===== src/rtl/timer_pkg.sv =====
// Shared state encoding, BCD digit limits and 00..59 BCD field arithmetic
// used by the MM:SS countdown timer.
package timer_pkg;

   typedef enum logic [1:0] {
      IDLE  = 2'd0,
      RUN   = 2'd1,
      PAUSE = 2'd2,
      ALARM = 2'd3
   } state_t;

   localparam logic [3:0] TENS_MAX = 4'd5;
   localparam logic [3:0] ONES_MAX = 4'd9;

   // +1 on a {tens, ones} field, 59 wraps to 00
   function automatic logic [7:0] bcd60_inc(input logic [7:0] v);
      logic [7:0] r;
      if (v[3:0] >= ONES_MAX) begin
         r[3:0] = 4'd0;
         r[7:4] = (v[7:4] >= TENS_MAX) ? 4'd0 : (v[7:4] + 4'd1);
      end else begin
         r[3:0] = v[3:0] + 4'd1;
         r[7:4] = v[7:4];
      end
      return r;
   endfunction

   // Conditional -1 on a {tens, ones} field; result is {borrow_out, field}
   function automatic logic [8:0] bcd60_dec(input logic [7:0] v, input logic borrow_in);
      logic [8:0] r;
      if (!borrow_in) begin
         r = {1'b0, v};
      end else if (v[3:0] != 4'd0) begin
         r = {1'b0, v[7:4], v[3:0] - 4'd1};
      end else if (v[7:4] != 4'd0) begin
         r = {1'b0, v[7:4] - 4'd1, ONES_MAX};
      end else begin
         r = {1'b1, TENS_MAX, ONES_MAX};
      end
      return r;
   endfunction

endpackage


===== src/rtl/tick_gen.sv =====
// Prescaler: counts 0..TICK_DIV-1 while enabled, held at 0 otherwise, and
// flags the last count of each period with a one-cycle tick.
module tick_gen #(
   parameter int TICK_DIV = 50_000_000
) (
   input  logic clk,
   input  logic rst,
   input  logic en,
   output logic tick
);

   localparam int CW = (TICK_DIV > 2) ? $clog2(TICK_DIV) : 1;
   localparam logic [CW-1:0] LAST = CW'(TICK_DIV - 1);

   logic [CW-1:0] cnt_r;

   // Period counter, cleared whenever the timer is not counting
   always_ff @(posedge clk or posedge rst) begin
      if (rst) begin
         cnt_r <= '0;
      end else if (!en) begin
         cnt_r <= '0;
      end else if (cnt_r == LAST) begin
         cnt_r <= '0;
      end else begin
         cnt_r <= cnt_r + CW'(1);
      end
   end

   assign tick = en && (cnt_r == LAST);

endmodule


===== src/rtl/countdown_timer_bcd.sv =====
// MM:SS BCD countdown timer with pause/resume and a self-clearing alarm phase
// that lasts ALARM_SECS ticks.
module countdown_timer_bcd
   import timer_pkg::*;
#(
   parameter int TICK_DIV   = 50_000_000,
   parameter int ALARM_SECS = 10
) (
   input  logic       clk,
   input  logic       rst,
   input  logic       start_stop,
   input  logic       clear,
   input  logic       inc_min,
   input  logic       inc_sec,
   output logic [3:0] min_tens,
   output logic [3:0] min_ones,
   output logic [3:0] sec_tens,
   output logic [3:0] sec_ones,
   output logic       running,
   output logic       alarm
);

   localparam int AW = $clog2(ALARM_SECS + 1);
   localparam logic [AW-1:0] ALARM_LAST = AW'(ALARM_SECS - 1);

   state_t        state_r, state_s;
   logic [7:0]    min_r, min_s, sec_r, sec_s;
   logic [AW-1:0] acnt_r, acnt_s;
   logic          running_r, alarm_r;
   logic          tick_s, tick_en_s;
   logic [8:0]    dec_sec_s, dec_min_s;
   logic          dec_zero_s;

   assign tick_en_s = (state_r == RUN) || (state_r == ALARM);

   tick_gen #(.TICK_DIV(TICK_DIV)) u_tick_gen (
      .clk  (clk),
      .rst  (rst),
      .en   (tick_en_s),
      .tick (tick_s)
   );

   // Seconds always borrow; minutes only when seconds wrapped past 00
   assign dec_sec_s  = bcd60_dec(sec_r, 1'b1);
   assign dec_min_s  = bcd60_dec(min_r, dec_sec_s[8]);
   assign dec_zero_s = ({dec_min_s[7:0], dec_sec_s[7:0]} == 16'd0);

   // Next-state and next-digit logic; clear > start_stop > increments
   always_comb begin
      state_s = state_r;
      min_s   = min_r;
      sec_s   = sec_r;
      acnt_s  = acnt_r;
      case (state_r)
         IDLE: begin
            if (clear) begin
               min_s = 8'd0;
               sec_s = 8'd0;
            end else if (start_stop) begin
               state_s = ({min_r, sec_r} != 16'd0) ? RUN : IDLE;
            end else begin
               min_s = inc_min ? bcd60_inc(min_r) : min_r;
               sec_s = inc_sec ? bcd60_inc(sec_r) : sec_r;
            end
         end
         RUN: begin
            if (clear) begin
               state_s = IDLE;
               min_s   = 8'd0;
               sec_s   = 8'd0;
            end else if (tick_s) begin
               min_s = dec_min_s[7:0];
               sec_s = dec_sec_s[7:0];
               if (dec_zero_s) begin
                  state_s = ALARM;
               end else begin
                  state_s = start_stop ? PAUSE : RUN;
               end
            end else begin
               state_s = start_stop ? PAUSE : RUN;
            end
         end
         PAUSE: begin
            if (clear) begin
               state_s = IDLE;
               min_s   = 8'd0;
               sec_s   = 8'd0;
            end else begin
               state_s = start_stop ? RUN : PAUSE;
            end
         end
         ALARM: begin
            min_s = 8'd0;
            sec_s = 8'd0;
            if (clear || start_stop) begin
               state_s = IDLE;
               acnt_s  = '0;
            end else if (tick_s) begin
               if (acnt_r == ALARM_LAST) begin
                  state_s = IDLE;
                  acnt_s  = '0;
               end else begin
                  acnt_s = acnt_r + AW'(1);
               end
            end else begin
               acnt_s = acnt_r;
            end
         end
         default: begin
            state_s = IDLE;
            min_s   = 8'd0;
            sec_s   = 8'd0;
            acnt_s  = '0;
         end
      endcase
   end

   // State, digit and flag registers
   always_ff @(posedge clk or posedge rst) begin
      if (rst) begin
         state_r   <= IDLE;
         min_r     <= 8'd0;
         sec_r     <= 8'd0;
         acnt_r    <= '0;
         running_r <= 1'b0;
         alarm_r   <= 1'b0;
      end else begin
         state_r   <= state_s;
         min_r     <= min_s;
         sec_r     <= sec_s;
         acnt_r    <= acnt_s;
         running_r <= (state_s == RUN);
         alarm_r   <= (state_s == ALARM);
      end
   end

   assign min_tens = min_r[7:4];
   assign min_ones = min_r[3:0];
   assign sec_tens = sec_r[7:4];
   assign sec_ones = sec_r[3:0];
   assign running  = running_r;
   assign alarm    = alarm_r;

endmodule


===== config.mk =====
export PLATFORM = sky130hd
export DESIGN_NAME = countdown_timer_bcd
export DESIGN_NICKNAME = d
export VERILOG_FILES = /design/src/rtl/timer_pkg.sv /design/src/rtl/tick_gen.sv /design/src/rtl/countdown_timer_bcd.sv
export SDC_FILE = /design/constraint.sdc
export NUM_CORES = 1
export LEC_CHECK = 0
export ABC_AREA = 0
export CORE_MARGIN = 2
export CORE_UTILIZATION = 50
export CTS_CLUSTER_SIZE = 12
export DETAILED_ROUTE_END_ITERATION = 8
export GPL_ROUTABILITY_DRIVEN = 0
export PLACE_DENSITY = 0.8
export SYNTH_ARGS = -nofsm -noshare
export SYNTH_HDL_FRONTEND = slang
export SYNTH_HIERARCHICAL = 1
export SYNTH_SLANG_ARGS = --single-unit

===== constraint.sdc =====
create_clock -name clk -period 8 [get_ports clk]
set_input_delay 1.6 -clock clk [delete_from_list [all_inputs] [get_ports clk]]
set_output_delay 1.6 -clock clk [all_outputs]
set_load 0.01 [all_outputs]

==> results of run 1 <==
-- per-stage QoR --
stage | hold slack (ns) | std cells
3_3_place_gp | 0.472 | 475
2_1_floorplan | 0.445 | 390
5_1_grt | 0.521 | 483
4_1_cts | 0.494 | 483
3_5_place_dp | 0.478 | 475
6_report | 0.495 | 483
-- layout make-up --
cell class | count | area (sq um)
timing repair buffer | 24 | 238
clock inverter | 2 | 38.8
inverter | 17 | 63.8
clock buffer | 6 | 82.6
sequential | 50 | 1250
multi-input combinational | 304 | 1990
fill | 619 | 2910
tap | 80 | 100
-- path summary, 6_finish.rpt --
| kind | start | end | slack [ns] | cells after the start |
|---|---|---|---|---|
| setup / recovery | u_tick_gen/cnt_r[0] | alarm | 4.46 | 10 |
| hold / removal | acnt_r[3] | acnt_r[3] | 0.50 | 1 |
| setup reg to reg | u_tick_gen/cnt_r[0] | alarm | 4.46 | 10 |
| hold reg to reg | acnt_r[3] | acnt_r[3] | 0.50 | 1 |
| max in group asynchronous | rst | u_tick_gen/cnt_r[2] | 5.55 | 2 |
| min in group asynchronous | rst | acnt_r[2] | 1.84 | 2 |
-- power by group through the flow --
stage,combinational (mW),clock (mW),sequential [mW]
2_1_floorplan,0.333,0,0.351
3_3_place_gp,0.438,0,0.360
3_5_place_dp,0.449,0,0.361
4_1_cts,0.453,0.198,0.356
5_1_grt,0.510,0.207,0.367
6_report,0.454,0.194,0.358
-- state kept, by name (all words and copies together), names as in the netlist --
name              count
running               1
u_tick_gen/cnt_r     26
state_r               2
acnt_r                4
sec_r                 8
alarm                 1
min_r                 8
-- critical path: cells and delay by family, from the launching register on --
| kind | cells | cell delay (ns) |
|---|---|---|
| simple gates | 7 | 2.48 |
| flops | 1 | 0.41 |
| compound gates | 2 | 0.36 |
| fa+ha+maj | 1 | 0.23 |
-- layout by cell type, fill, tap and decap left out, drive strengths merged, types with 2 or more instances in the layout --
cell type       n
dfrtp          50
inv            18
clkdlybuf4s50  23
a221oi          2
and2            4
a41oi           2
and3            6
or3            11
nor4            7
o21ai          33
nor2           20
a21o            4
nor4bb          2
nor3           19
nand2          32
nand2b          5
and4            7
clkbuf          6
ha             15
or2             2
or4             7
a21oi          16
or3b            4
nand3          18
a2111oi         2
a211oi          7
o211ai          7
o31ai          14
a22oi           2
xnor2           7
nor2b           4
a31oi           6
xor2            6
o22ai           4
nor3b           5
a22o            2
nand4          14
-- layer usage --
| layer | vias to the layer above | GRT usage | routed length, um |
|---|---|---|---|
| met2 | 90 | 0.362 | 3590 |
| met4 | 0 | 0.0753 | 127 |
| met1 | 1436 | 0.304 | 3680 |
| met3 | 13 | 0.0333 | 328 |
| met5 | - | 0 | 0 |
| li1 | 1493 | - | - |
-- logic make-up (layout without fill, tap and decap cells) --
logic type	Yosys count	in the layout	synth area share
buffers and inverters	36	49	0.0449
DFF	50	50	0.368
AOI/OAI and AO/OA	108	108	0.214
xor gates and xnor gates	13	13	0.0335
adders and majority gates	15	15	0.0552
muxes	1	1	0.00331
and+or+nand+nor	167	167	0.281
==> metrics.md, run 1 <==
| Metric | Value |
|---|---|
| Worst vdd ir | 0.000164 V |
| Synth Instances | ~400 |
| Tightest Pin Transition | between 0.9 and 1 ns |
| I/O pin total | 24 |
| Width of the die | between 80 and 90 um |
| Max transition margin | 0.340 |
| Post-synthesis sequential area ratio | 0.368 |
| ANT nets after route | 0 |
| Setup Crit Path Kind | register to register |
| Hold crit path type | register to register |
| Count of different cell masters after synthesis | 59 |
| GRT Total Usage | 0.222 |
| # diodes | 0 |
| Top-count cell post-synth | dfrtp_1 |
| Crit start category | register |
| Final Total Pwr | about 1.0 mW |
| GRT overflow | 0 |
| Root buf cell | clkbuf_8 |
| Clock slew at reported path FFs | approximately 0.10 ns |
| Comb pwr share | 0.451 |
| Initial antenna violation count | 0 |
| CP max FO | 14 |
| Pin count of the biggest net entering global routing | 28 |
| Die ar. | 7470 sq um |
| DR pass1 iterations | 5 |
| Final setup violation count | 0 |
| Final Hold Fails | 0 |
| Initial DRC Count | 173 |
| Pre-CTS WS | roughly 4.3 ns |
| CP arrival | 3.79 ns |
| Mean number of vias per cell | ~6.3 |
| Chip Height | 86.4 um |
| Post-CTS Resized | 0 |
| Dpl cell area | 3650 sq um |
| Nets | 423 |
| CP required | 8.25 ns |
| Fin Clk Skew | 0.0102 ns |
| Post-CTS setup buffers | 0 |
| First-pass GRT wire length | 13,500 um |
| Leakage | between 1 and 1.5 nW |
| Sink Count | 50 |
| Share of the synthesized area in the top cell type | 0.368 |
| Synth Warn # | 6 |
| Power Density | 267 nW/um^2 |
| Commonest cells in the synthesized netlist | 50 x dfrtp_1, 32 x nand2_1, 29 x o21ai_0, 20 x nor2_1 |
| Synth top area cells | dfrtp_1 37%, ha_1 5.5%, o21ai_0 4.3%, nand2_1 3.5%, o31ai_1 3.1% |
| IO Port Bufs | 23 |
| Via count | 3,032 |
| Final period util | 0.442 |
| Design area | about 3800 sq um |
| Layout area overhead | 10.9% |
| CTS Hold Buffers Added | 0 |
| Max Fclk | roughly 0.28 GHz |
| Async SR Flop Fraction | 1.00 |
| CTS H-tree depth | 2 |
| Critical path, cell by cell | ha_1, and4_1, nand4_1, nor4_1, nand2_1, or4_1, a221oi_2, o21ai_2, nor4_4, or2_1 |
| Vias in the first global route | 2,935 |
| Status | completed |
| Max-slew violations | 0 |
| Int Pwr | 0.577 mW |
| TritonCTS Buffers | 5 |
| EDFF count, synth | 0 |
| Starting Density | 0.509 |
| FF+latch count, synth | 50 |
| Dpl hpwl | between 5000 and 6000 um |
| Top_reg_cell synth | dfrtp_1 |
| CTS tree | built |
| Final core occ | 0.564 |
| Row cnt | 30 |
| Period minus WS final | about 3.5 ns |
| Final worst slack | 4.46 ns |
| Wirelength per Cell | 16.0 um |
| Mapped Area | 3400 sq um |
| Avg Cell Area, Syn | 8.71 sq um |
| Synth area leader | dfrtp_1 |
| Layout cells sized above 1 | 0.0670 |
| Core box area | 6680 sq um |
| Slowest CP cell | nor4_1 |
| Max cap viols | 0 |
| NetSw | 0.430 mW |
| Clk_lat worst skew | 0.31 ns |
| DRC Markers | 0 |
| RSZ-0062 raised after global routing | no |
| Clock power frac | 0.193 |
| Net Sw Frac | 0.427 |
| Crit-path max cell delay | 0.81 ns |
| Endpoint class of the critical path | register |
| Setup_tns | 0 ns |
| Sequential group share of total power | 0.356 |
| Syn_nets | 411 |
| Final wirelength | 7720 um |
| Max Root-Sink Buffers | 2 |
(Power assumes the default switching activity.)
==> run 2, diff against run 1 <==
--- a/config.mk
+++ b/config.mk
@@ -11,7 +11,7 @@
 export CTS_CLUSTER_SIZE = 12
 export DETAILED_ROUTE_END_ITERATION = 8
 export GPL_ROUTABILITY_DRIVEN = 0
-export PLACE_DENSITY = 0.8
+export PLACE_DENSITY = 0.82
 export SYNTH_ARGS = -nofsm -noshare
 export SYNTH_HDL_FRONTEND = slang
 export SYNTH_HIERARCHICAL = 1
==> constraint.sdc (replaced) <==
create_clock -name clk -period 3.2 [get_ports clk]
set_input_delay 0.64 -clock clk [delete_from_list [all_inputs] [get_ports clk]]
set_output_delay 0.64 -clock clk [all_outputs]
set_load 0.01 [all_outputs]
==> metrics.md, run 2 (synthesis gave the netlist of run 1 again) <==
| Metric | Value |
|---|---|
| Clock slew at reported path FFs | 0.10 ns |
| Setup Crit Path Kind | register to register |
| Final Hold Fails | 0 |
| Endpoint class of the critical path | register |
| Power Density | 647 nW/um^2 |
| Routed wl met2 | 3690 um |
| Mean number of vias per cell | 6.40 |
| Max Root-Sink Buffers | 2 |
| Setup_tns | 0 ns |
| Fin Clk Skew | between 0.007 and 0.008 ns |
| DR top layer | met4 |
| Dpl hpwl | 5580 um |
| Final setup violation count | 0 |
| Max transition margin | 0.373 |
| Metal1 wirelength | 3650 um |
| Pin count of the biggest net entering global routing | 28 |
| Max cap viols | 0 |
| Root buf cell | clkbuf_8 |
| First-pass GRT wire length | 13,500 um |
| Width of the die | 86.4 um |
| Hold slack | between 0.4 and 0.5 ns |
| I/O pin total | 24 |
| RSZ-0062 raised after global routing | no |
| Dpl cells | 480 |
| Crit start category | register |
| CP arrival | 3.00 ns |
| Vias in the first global route | roughly 2.9k |
| CTS tree | built |
| Sink Count | 50 |
| Worst vdd ir | 0.000512 V |
| Filler cells | 579 |
| Hold crit path type | register to register |
| Final period util | 0.881 |
| Max-slew violations | 0 |
| Wirelength per Cell | around 16 um |
| Period minus WS final | approximately 2.8 ns |
| Core box area | between 6000 and 7000 sq um |
| Most common cell after layout, fill and taps aside | dfrtp_1 |
| ANT nets after route | 0 |
| Clk_lat worst skew | roughly 0.30 ns |
| Max Fclk | ~0.35 GHz |
| Post-CTS setup buffers | 0 |
| Non-Filler Instances | 488 |
| Initial antenna violation count | 0 |
| Leakage | 1.47 nW |
| GRT Total Usage | 0.219 |
| Row cnt | 30 |
| IO Port Bufs | 23 |
| CTS H-tree depth | 2 |
| Layout area overhead | 11.5% |
| Chip Height | ~86 um |
| Layout cells sized above 1 | 0.0809 |
| Starting Density | 0.509 |
| Max reg flops | 26 |
| Status | completed |
| TritonCTS Buffers | 5 |
| Die ar. | 7470 sq um |
| Tightest Pin Transition | 0.940 ns |
| GRT overflow | 0 |
| Final wirelength | 7810 um |
| Most frequent cells in the layout | 50 x dfrtp_1, 32 x nand2_1, 29 x o21ai_0 |
| Top reg by flops | u_tick_gen/cnt_r |
| CP max FO | 9 |
| CTS Hold Buffers Added | 0 |
| Via count | 3,123 |
| Initial DRC Count | between 200 and 250 |
| CP required | 3.38 ns |
| Regs by FF count | u_tick_gen/cnt_r: 26 flops, min_r: 8 flops, sec_r: 8 flops |
| DR WL met3 | 364 um |
| # diodes | 0 |
| DRC Markers | 0 |
| DR pass1 iterations | 6 |
| Nets | approximately 430 |
run 2: critical path, stage by stage (launching register included):
cell and delay, ns:
dfrtp_1 0.46, nor4_1 0.45, nand4_1 0.27, nor4_2 0.35, or3b_2 0.22, a21o_1 0.27
nand2_1 0.23, o31ai_1 0.33, o31ai_1 0.11
run 2: final cells by class:
cell class / count / area, sq um / area share
inverters: 17 / 63.8 / 0.0168
repair buffers: 29 / 275 / 0.0726
flip-flops and latches: 50 / 1250 / 0.330
multi-input cells: 304 / 2000 / 0.528
well taps: 80 / 100 / 0.0264
clock inverters: 2 / 16.3 / 0.00429
clock buffers: 6 / 82.6 / 0.0218
run 2: final timing paths:
path / startpoint / end / slack (ns) / cells after the start
worst max register to register: u_tick_gen/cnt_r[10] / min_r[6] / 0.38 / 8
worst max-delay path: u_tick_gen/cnt_r[10] / min_r[6] / 0.38 / 8
worst min register to register: acnt_r[3] / acnt_r[3] / 0.49 / 1
worst min-delay path: acnt_r[3] / acnt_r[3] / 0.49 / 1
max in group asynchronous: rst / acnt_r[3] / 1.72 / 2
min in group asynchronous: rst / u_tick_gen/cnt_r[13] / 0.79 / 2
run 2: what timing repair did:
item / CTS / global route
endpoints found under the setup margin: 0 / 4
endpoints found under the hold margin: 0 / 0
resized for setup: 0 / 1
run 2: per-layer routing:
metal | up-vias | global-route usage
li1 | 1499 | -
met1 | 1489 | 0.316
met2 | 123 | 0.349
met3 | 12 | 0.0229
met4 | 0 | 0.0682
met5 | - | 0
run 2: power breakdown:
| part | switching [mW] | internal, mW | total [mW] |
|---|---|---|---|
| clock | 0.222 | 0.178 | 0.401 |
| sequential | 0.174 | 0.717 | 0.891 |
| combinational | 0.672 | 0.487 | 1.16 |
run 2: through the flow:
step                      total power [mW]   util  worst slack [ns]  instance area (sq um)
after floorplan                       1.71      -             0.418                   3400
after global placement                2.01  0.551             0.481                   3680
after detailed placement              2.04  0.551             0.308                   3680
after CTS                             2.44  0.566             0.277                   3780
after global routing                  2.63  0.567            0.0991                   3790
final                                 2.45  0.567             0.381                   3790
